$ cat src/rtl/divide_constant_17_sequential_pkg.sv
// divide_constant_17_sequential_pkg: shared widths, divisor and FSM state encoding
package divide_constant_17_sequential_pkg;
  localparam int DATA_WIDTH = 16;
  localparam int DIVISOR = 17;
  localparam int REM_WIDTH = 5;
  localparam int CNT_WIDTH = $clog2(DATA_WIDTH) + 1;
  typedef enum logic [1:0] {IDLE = 2'd0, CALC = 2'd1, DONE = 2'd2} state_t;
endpackage

$ cat src/rtl/divide_constant_17_sequential_if.sv
// divide_constant_17_sequential_if: start/dividend request and busy/done/quotient/remainder result bundle
// Ports: master drives start/dividend; slave (divider) drives busy/done/quotient/remainder.
interface divide_constant_17_sequential_if import divide_constant_17_sequential_pkg::*; ();
  logic start;
  logic [DATA_WIDTH-1:0] dividend;
  logic busy;
  logic done;
  logic [DATA_WIDTH-1:0] quotient;
  logic [REM_WIDTH-1:0] remainder;
  modport master(output start, dividend, input busy, done, quotient, remainder);
  modport slave(input start, dividend, output busy, done, quotient, remainder);
endinterface

$ cat src/rtl/divide_constant_17_sequential_div_const_step.sv
// divide_constant_17_sequential_div_const_step: one restoring-division step against the constant divisor
// Ports: i_r partial remainder, i_bit next dividend bit; o_r new remainder, o_q quotient bit.
module divide_constant_17_sequential_div_const_step import divide_constant_17_sequential_pkg::*; (
  input  logic [REM_WIDTH-1:0] i_r,
  input  logic                 i_bit,
  output logic [REM_WIDTH-1:0] o_r,
  output logic                 o_q
);
  logic [REM_WIDTH:0] w_t;
  always_comb begin
    w_t = {i_r, i_bit};
    o_q = w_t >= (REM_WIDTH+1)'(DIVISOR);
    o_r = o_q ? REM_WIDTH'(w_t - (REM_WIDTH+1)'(DIVISOR)) : w_t[REM_WIDTH-1:0];
  end
endmodule

$ cat src/rtl/divide_constant_17_sequential.sv
// divide_constant_17_sequential: iterative MSB-first restoring divider by a constant, one bit per clock
// Ports: clk, rst (async, active-high); bus.slave carries start/dividend in, busy/done/quotient/remainder out.
module divide_constant_17_sequential import divide_constant_17_sequential_pkg::*; (
  input logic clk,
  input logic rst,
  divide_constant_17_sequential_if.slave bus
);
  state_t r_state;
  logic [DATA_WIDTH-1:0] r_shift;
  logic [REM_WIDTH-1:0] r_rem;
  logic [CNT_WIDTH-1:0] r_cnt;
  logic r_busy;
  logic r_done;
  logic [DATA_WIDTH-1:0] r_quot;
  logic [REM_WIDTH-1:0] r_rem_out;
  logic [REM_WIDTH-1:0] w_r;
  logic w_q;
  logic [DATA_WIDTH-1:0] w_shift_next;
  divide_constant_17_sequential_div_const_step u_step (
    .i_r  (r_rem),
    .i_bit(r_shift[DATA_WIDTH-1]),
    .o_r  (w_r),
    .o_q  (w_q)
  );
  // dividend bits leave at the top while quotient bits enter at the bottom
  assign w_shift_next = {r_shift[DATA_WIDTH-2:0], w_q};
  always_ff @(posedge clk or posedge rst) begin
    if (rst) begin
      r_state   <= IDLE;
      r_shift   <= '0;
      r_rem     <= '0;
      r_cnt     <= '0;
      r_busy    <= 1'b0;
      r_done    <= 1'b0;
      r_quot    <= '0;
      r_rem_out <= '0;
    end else begin
      r_done <= 1'b0;
      case (r_state)
        CALC: begin
          r_shift <= w_shift_next;
          r_rem   <= w_r;
          if (r_cnt == CNT_WIDTH'(DATA_WIDTH-1)) begin
            r_state   <= DONE;
            r_busy    <= 1'b0;
            r_done    <= 1'b1;
            r_quot    <= w_shift_next;
            r_rem_out <= w_r;
          end else r_cnt <= r_cnt + 1'b1;
        end
        IDLE, DONE: begin
          if (bus.start) begin
            r_state <= CALC;
            r_shift <= bus.dividend;
            r_rem   <= '0;
            r_cnt   <= '0;
            r_busy  <= 1'b1;
          end else r_state <= IDLE;
        end
        default: r_state <= IDLE;
      endcase
    end
  end
  assign bus.busy      = r_busy;
  assign bus.done      = r_done;
  assign bus.quotient  = r_quot;
  assign bus.remainder = r_rem_out;
endmodule

$ cat src/flat_wrapper.sv
// flat-port wrapper written by rule: the top's interface ports become plain ports
module divide_constant_17_sequential_flat import divide_constant_17_sequential_pkg::*;
  (clk, rst, bus_start, bus_dividend, bus_busy, bus_done, bus_quotient, bus_remainder);
  divide_constant_17_sequential_if bus_i ();
  input logic clk;
  input logic rst;
  input wire logic [$bits(bus_i.start)-1:0] bus_start;
  input wire logic [$bits(bus_i.dividend)-1:0] bus_dividend;
  output wire logic [$bits(bus_i.busy)-1:0] bus_busy;
  output wire logic [$bits(bus_i.done)-1:0] bus_done;
  output wire logic [$bits(bus_i.quotient)-1:0] bus_quotient;
  output wire logic [$bits(bus_i.remainder)-1:0] bus_remainder;
  assign bus_i.start = bus_start;
  assign bus_i.dividend = bus_dividend;
  assign bus_busy = bus_i.busy;
  assign bus_done = bus_i.done;
  assign bus_quotient = bus_i.quotient;
  assign bus_remainder = bus_i.remainder;
  divide_constant_17_sequential u_core (.clk(clk), .rst(rst), .bus(bus_i));
endmodule
$ cat config.mk
export PLATFORM = sky130hd
export DESIGN_NAME = divide_constant_17_sequential_flat
export DESIGN_NICKNAME = d
export VERILOG_FILES = /design/src/rtl/divide_constant_17_sequential_pkg.sv /design/src/rtl/divide_constant_17_sequential_if.sv /design/src/rtl/divide_constant_17_sequential_div_const_step.sv /design/src/rtl/divide_constant_17_sequential.sv /design/src/flat_wrapper.sv
export SDC_FILE = /design/constraint.sdc
export NUM_CORES = 1
export LEC_CHECK = 0
export BUFFER_PORTS_ARGS = -buffer_cell sky130_fd_sc_hd__buf_2
export CELL_PAD_IN_SITES_DETAIL_PLACEMENT = 0
export CELL_PAD_IN_SITES_GLOBAL_PLACEMENT = 2
export CORE_MARGIN = 5
export CORE_UTILIZATION = 34
export DETAILED_ROUTE_END_ITERATION = 7
export GPL_TIMING_DRIVEN = 0
export PLACE_DENSITY = 0.81
export SLEW_MARGIN = 20
export SYNTH_ARGS = -nofsm -noshare
export SYNTH_HDL_FRONTEND = slang
export SYNTH_SLANG_ARGS = --single-unit
$ cat constraint.sdc
create_clock -name clk -period 2.2 [get_ports clk]
set_input_delay 0.44 -clock clk [delete_from_list [all_inputs] [get_ports clk]]
set_output_delay 0.44 -clock clk [all_outputs]
set_load 0.01 [all_outputs]
# After elaboration in Yosys (flattened, before gate mapping)

Index checks and enable logic that the tools add are counted.

Register bits after elaboration: 51
Input bits: 19
Output and inout port bits: 23

Add/subtract/negate cells: 2
$lt $le $gt $ge: 1
Eq/ne operators: 6
Multiplexer cells: 15
Reduce and logical (&&, ||, !) cells: 7

Operators by type and width:

| operator                                                          | number |
|---|---|
| one-hot mux 16 bit (2 select lines)                               | 1 |
| one-hot mux 5 bit (2 select lines)                                | 2 |
| two-way mux 16 bit                                                | 1 |
| two-way mux 5 bit                                                 | 3 |
| greater-or-equal comparator 6 x 5 -> 1 bit, second input constant | 1 |
| AND reduction 3 bit                                               | 2 |
| adder 5 x 1 -> 5 bit, second input constant                       | 1 |
| equality test 5 x 4 -> 1 bit, second input constant               | 1 |
| two-way mux 1 bit                                                 | 5 |
| subtractor 5 bit, second input constant                           | 1 |
| inequality test 2 bit, second input constant                      | 2 |
| one-hot mux 2 bit (2 select lines)                                | 1 |
| AND reduction 2 bit                                               | 2 |
| equality test 2 x 1 -> 1 bit, second input constant               | 1 |
| equality test 2 bit, second input constant                        | 1 |
| zero test 2 bit                                                   | 1 |
| two-way mux 2 bit                                                 | 1 |
| inequality test 2 x 1 -> 1 bit, second input constant             | 1 |
| one-hot mux 1 bit (2 select lines)                                | 1 |
| nonzero test 2 bit                                                | 1 |
| OR reduction 2 bit                                                | 1 |

# Depth between registers and ports, before layout

Depth after elaboration: 4
Mapped depth: 8
Depth with buffers taken out: 7

# Modules after synthesis

A second synthesis with hierarchy kept.

Cells, all modules: 182
Area, all modules: 2421.1 sq um

By module, submodules not included:

| module                                       | instances | cells an instance | area each (sq um) |
|---|---|---|---|
| divide_constant_17_sequential                | 1         | 164               | 2282.2 |
| divide_constant_17_sequential_div_const_step | 1         | 18                | 138.9 |

# Worst setup path before layout

Ideal clock, no wire load.

Path type: reg2reg
Start: reg u_core.r_shift[15]
End: reg u_core.r_rem_out[1] (netlist: u_core.bus.remainder[1])
Setup time: 78 ps
Data arrival time: 1810 ps
Required time: 2122 ps
Path slack: 312 ps
Cell stages (with the launch flop): 6
Path buffers: 0
Period minus slack after synthesis: 1888 ps
Cell sequence: dfrtp_1 ha_1 or4b_4 a21oi_4 mux2_1 o21ai_1

Cells in the longest elaborated chain, start to end: 2
Elaborated cells on any way between the ends: 3
Classes of those cells: add/sub: 1; order compare: 1; mux: 1

RTL lines:

| item                                                                           | line                                                                                                   | source |
|---|---|---|
| start, declared                                                                | divide_constant_17_sequential.sv:9                                                                     | `logic [DATA_WIDTH-1:0] r_shift;` |
| start signal, assigned                                                         | divide_constant_17_sequential.sv:41                                                                    | `r_shift <= w_shift_next;` |
| start signal, assigned                                                         | divide_constant_17_sequential.sv:54                                                                    | `r_shift <= bus.dividend;` |
| subtractor 5 bit or greater-or-equal comparator 6 x 5 -> 1 bit (tied branches) | divide_constant_17_sequential_div_const_step.sv:13, divide_constant_17_sequential_div_const_step.sv:12 |  |
| two-way mux 5 bit (*)                                                          | divide_constant_17_sequential_div_const_step.sv:13                                                     | `o_r = o_q ? REM_WIDTH'(w_t - (REM_WIDTH+1)'(DIVISOR)) : w_t[REM_WIDTH-1:0];` |
| end signal, assigned                                                           | divide_constant_17_sequential.sv:48                                                                    | `r_rem_out <= w_r;` |
| end, declared                                                                  | divide_constant_17_sequential.sv:15                                                                    | `logic [REM_WIDTH-1:0] r_rem_out;` |

Every way passes the cells marked *; elsewhere a longest branch is shown, timed or not.
A chain may end at the register's enable or synchronous reset.

# Final worst setup path

Start: reg u_core.r_cnt[0]
End: reg u_core.r_quot[13] (netlist: u_core.bus.quotient[13])

Cells in the longest elaborated chain, start to end: 2

RTL lines:

| item                                 | line                                | source |
|---|---|---|
| start, declared                      | divide_constant_17_sequential.sv:11 | `logic [CNT_WIDTH-1:0] r_cnt;` |
| start signal, assigned               | divide_constant_17_sequential.sv:49 | `end else r_cnt <= r_cnt + 1'b1;` |
| equality test 5 x 4 -> 1 bit         | divide_constant_17_sequential.sv:43 | `if (r_cnt == CNT_WIDTH'(DATA_WIDTH-1)) begin` |
| AND reduction 2 bit (no source line) | n/a                                 |  |
| end signal, assigned                 | divide_constant_17_sequential.sv:47 | `r_quot <= w_shift_next;` |
| end, declared                        | divide_constant_17_sequential.sv:14 | `logic [DATA_WIDTH-1:0] r_quot;` |

Every way passes these cells.

==> out/results.ini <==
[run_status]
status = finished clean

[sta]
min_period_ns = 2.02
finClkSkew_ns = 0.0121
setup_viol = 0
tightest_slew_ns = 0.755
whs_ns = 0.132
hold_viol = 0
max-slew-margin-rel_pct = 49.6
max_freq_mhz = 496
finalMaxSlewViolations = 0
rsz0062_at_grt = false
post-route-period-util_pct = 91.7

[drt]
drt_iter0_drc = 68
vias = 1714
routedWlPerCell_um = 14.2
drcViolationCount = 0
drtPass1Iterations = 4
ant_nets = 0
via_per_inst = 4.79
wirelength_um = 5090

[worst_hold_path]
min-delay-path-class = input pin to async pin

[yosys]
dominantRegCellSynth = dfrtp_1
synth-seq-area-share_pct = 57.3
yosysUniqueCellTypes = 31
yosysWarningCount = 0
synth_edf_count = 0
async_flop_share_pct = 100
ys_seq_elements = 51
syn-num-nets = 250
netlist_area_mm2 = 0.00223
syn_inst = 227
syn_area_per_cell_um2 = 9.81

[global_routing]
grt_max_degree = 35
grt_pass1_vias = 1731
grt.total_usage_pct = 12.7
grt_pass1_wl_um = 8490
grt_overflow = 0
grt_antenna_before_repair = 0

[floorplan]
die-area_mm2 = 0.00827
die_h_um = 90.9
die_w_um = 90.9
io_pins = 42
rows = 29
core_area_mm2 = 0.00635
start_util_pct = 35.1

[layout]
fin_nets = 303
fill_cells = 624
multi_input_area_um2 = 885
layout-drive-gt1-share_pct = 21.7
num_antenna_cells = 0
fin_cells = 358
area_growth_pct = 21.9
postLayoutCoreUtil_pct = 42.7
ff_latch_area_mm2 = 0.00128

[worst_setup_path]
critPathCaptureType = flip-flop
critPathLaunchType = flip-flop
critical_path_arrival_ns = 2.21
reg2reg_setup_slack_ns = 0.18
path_class = flip-flop to flip-flop
worstPathRequired_ns = 2.40
critPathMaxFanout = 10

[clock_network]
cts_tree = built
cts_buffers = 5
cts_root_buf = clkbuf_8
clk_pin_slew_ns = 0.09
cts_buffer_depth = 2
clk_latency_ns = 0.30
cts_max_level = 2
cts_sinks = 51

[power_and_ir_drop]
peakVddDrop_v = 0.000642
p_per_area_mw_per_mm2 = 1380
p_leak_uw = 0.00143

[placed_design]
placedCellCount = 346
dp_hpwl_um = 3590
port_buffers = 41
place.gp.congestion = 0.795

[run]
cap_violations = 0

metal layers:
layer | vias to the layer above | share of wire, % | GRT usage, %
met5 | - | 0 | 0
met4 | 0 | 1.1 | 4.03
met3 | 6 | 3.5 | 2.98
met2 | 32 | 45 | 19.8
met1 | 809 | 50 | 17.5
li1 | 867 | - | -
cell families (layout without fill, tap and decap cells):
| group | Yosys count | after routing | share of synthesized area [%] |
|---|---|---|---|
| AOI/OAI and AO/OA | 42 | 42 | 10.7 |
| xor gates and xnor gates | 2 | 2 | 0.787 |
| DFF | 51 | 51 | 57.3 |
| buffers and inverters | 17 | 71 | 3.09 |
| muxes | 18 | 18 | 8.26 |
| and+or+nand+nor | 93 | 93 | 17.6 |
| adders and majority gates | 4 | 4 | 2.25 |
worst max-delay path, stage by stage, from the launching register on:
cell and delay, ns:
dfrtp_1 0.43, ha_1 0.25, and3_1 0.19, ha_1 0.22
nand2_2 0.20, clkinv_1 0.23, buf_2 0.26, nand2_1 0.09
nand2_1 0.05
report_power, final:
group	switching, uW	total (uW)	internal (uW)
Sequential	273	1580	1310
Clock	307	762	455
Combinational	778	1410	636
Yosys cell counts (all sizes together), types with 2 or more instances:
cell | count | area, um^2
xnor2 | 2 | 17.5
mux2 | 3 | 33.8
nor2b | 2 | 12.5
nand2b | 2 | 12.5
mux2i | 15 | 150
clkbuf | 7 | 26.3
nand3 | 2 | 10.0
or3 | 2 | 12.5
ha | 4 | 50.1
buf | 2 | 12.5
o22ai | 4 | 25.0
nor2 | 5 | 18.8
nor3b | 2 | 15.0
inv | 7 | 26.3
a21oi | 6 | 41.3
o21ai | 28 | 140
dfrtp | 51 | 1280
nand2 | 74 | 278
placed cells by master (no fill, tap or decap), types with 2 or more instances in the layout:
| cell | Yosys | final |
|---|---|---|
| nor2_1 | 5 | 5 |
| nand2b_1 | 2 | 2 |
| nor3b_1 | 2 | 2 |
| ha_1 | 4 | 4 |
| clkbuf_8 | 0 | 5 |
| o22ai_1 | 4 | 4 |
| nand3_1 | 2 | 2 |
| nor2b_1 | 2 | 2 |
| clkbuf_1 | 7 | 8 |
| nand2_1 | 74 | 73 |
| or3_1 | 2 | 2 |
| dfrtp_1 | 51 | 51 |
| a21oi_1 | 5 | 5 |
| mux2i_1 | 15 | 15 |
| inv_1 | 7 | 6 |
| buf_2 | 1 | 42 |
| o21ai_1 | 3 | 3 |
| bufinv_16 | 0 | 2 |
| o21ai_0 | 25 | 25 |
| xnor2_1 | 2 | 2 |
| mux2_2 | 2 | 2 |
| buf_4 | 1 | 5 |
metrics by stage:
stage	power [uW]	setup slack, ns	setup TNS, ns	instance area, um^2
final	3760	0.184	0	2710
after global routing	4070	0.0192	0	2710
after CTS	3730	0.110	0	2680
after detailed placement	2960	0.00968	0	2550
after global placement	2920	-0.193	-9.65	2530
after floorplan	2510	0.312	0	2230
final timing paths:
path                                               startpoint  cells past startpoint                             endpoint
max                               u_core.r_cnt[0]$_DFFE_PP0P_                      8  u_core.bus.quotient[13]$_DFFE_PP0P_
min                                                       rst                      2   u_core.bus.quotient[9]$_DFFE_PP0P_
max reg2reg                       u_core.r_cnt[0]$_DFFE_PP0P_                      8  u_core.bus.quotient[13]$_DFFE_PP0P_
min reg2reg                u_core.bus.quotient[7]$_DFFE_PP0P_                      2   u_core.bus.quotient[7]$_DFFE_PP0P_
max in group asynchronous                                 rst                      3  u_core.bus.remainder[4]$_DFFE_PP0P_
min in group clk                              bus_dividend[3]                      3        u_core.r_shift[3]$_DFFE_PP0P_
state kept, by name, indices dropped and copies added (netlist names):
register and count:
u_core.bus.quotient 16, u_core.r_shift 16, u_core.bus.remainder 5, u_core.r_cnt 5
u_core.r_rem 5, u_core.r_state 2, u_core.bus.busy 1, u_core.bus.done 1
timing repair:
item / 4_1_cts / 5_1_grt
pin swaps: 0 / 1
setup endpoints to repair: 5 / 1
hold buffers: 0 / 0
resized for setup: 1 / 0
setup buffers: 0 / 4
layout make-up:
class                   count  area share [%]
clock inverters             2            2.21
well taps                  77            3.55
flip-flops and latches     51            47.0
multi-input cells         159            32.6
plain buffers               9            1.43
repair buffers             46            9.41
inverters                   8            1.11
clock buffers               6            2.67
(Power assumes the default switching activity.)
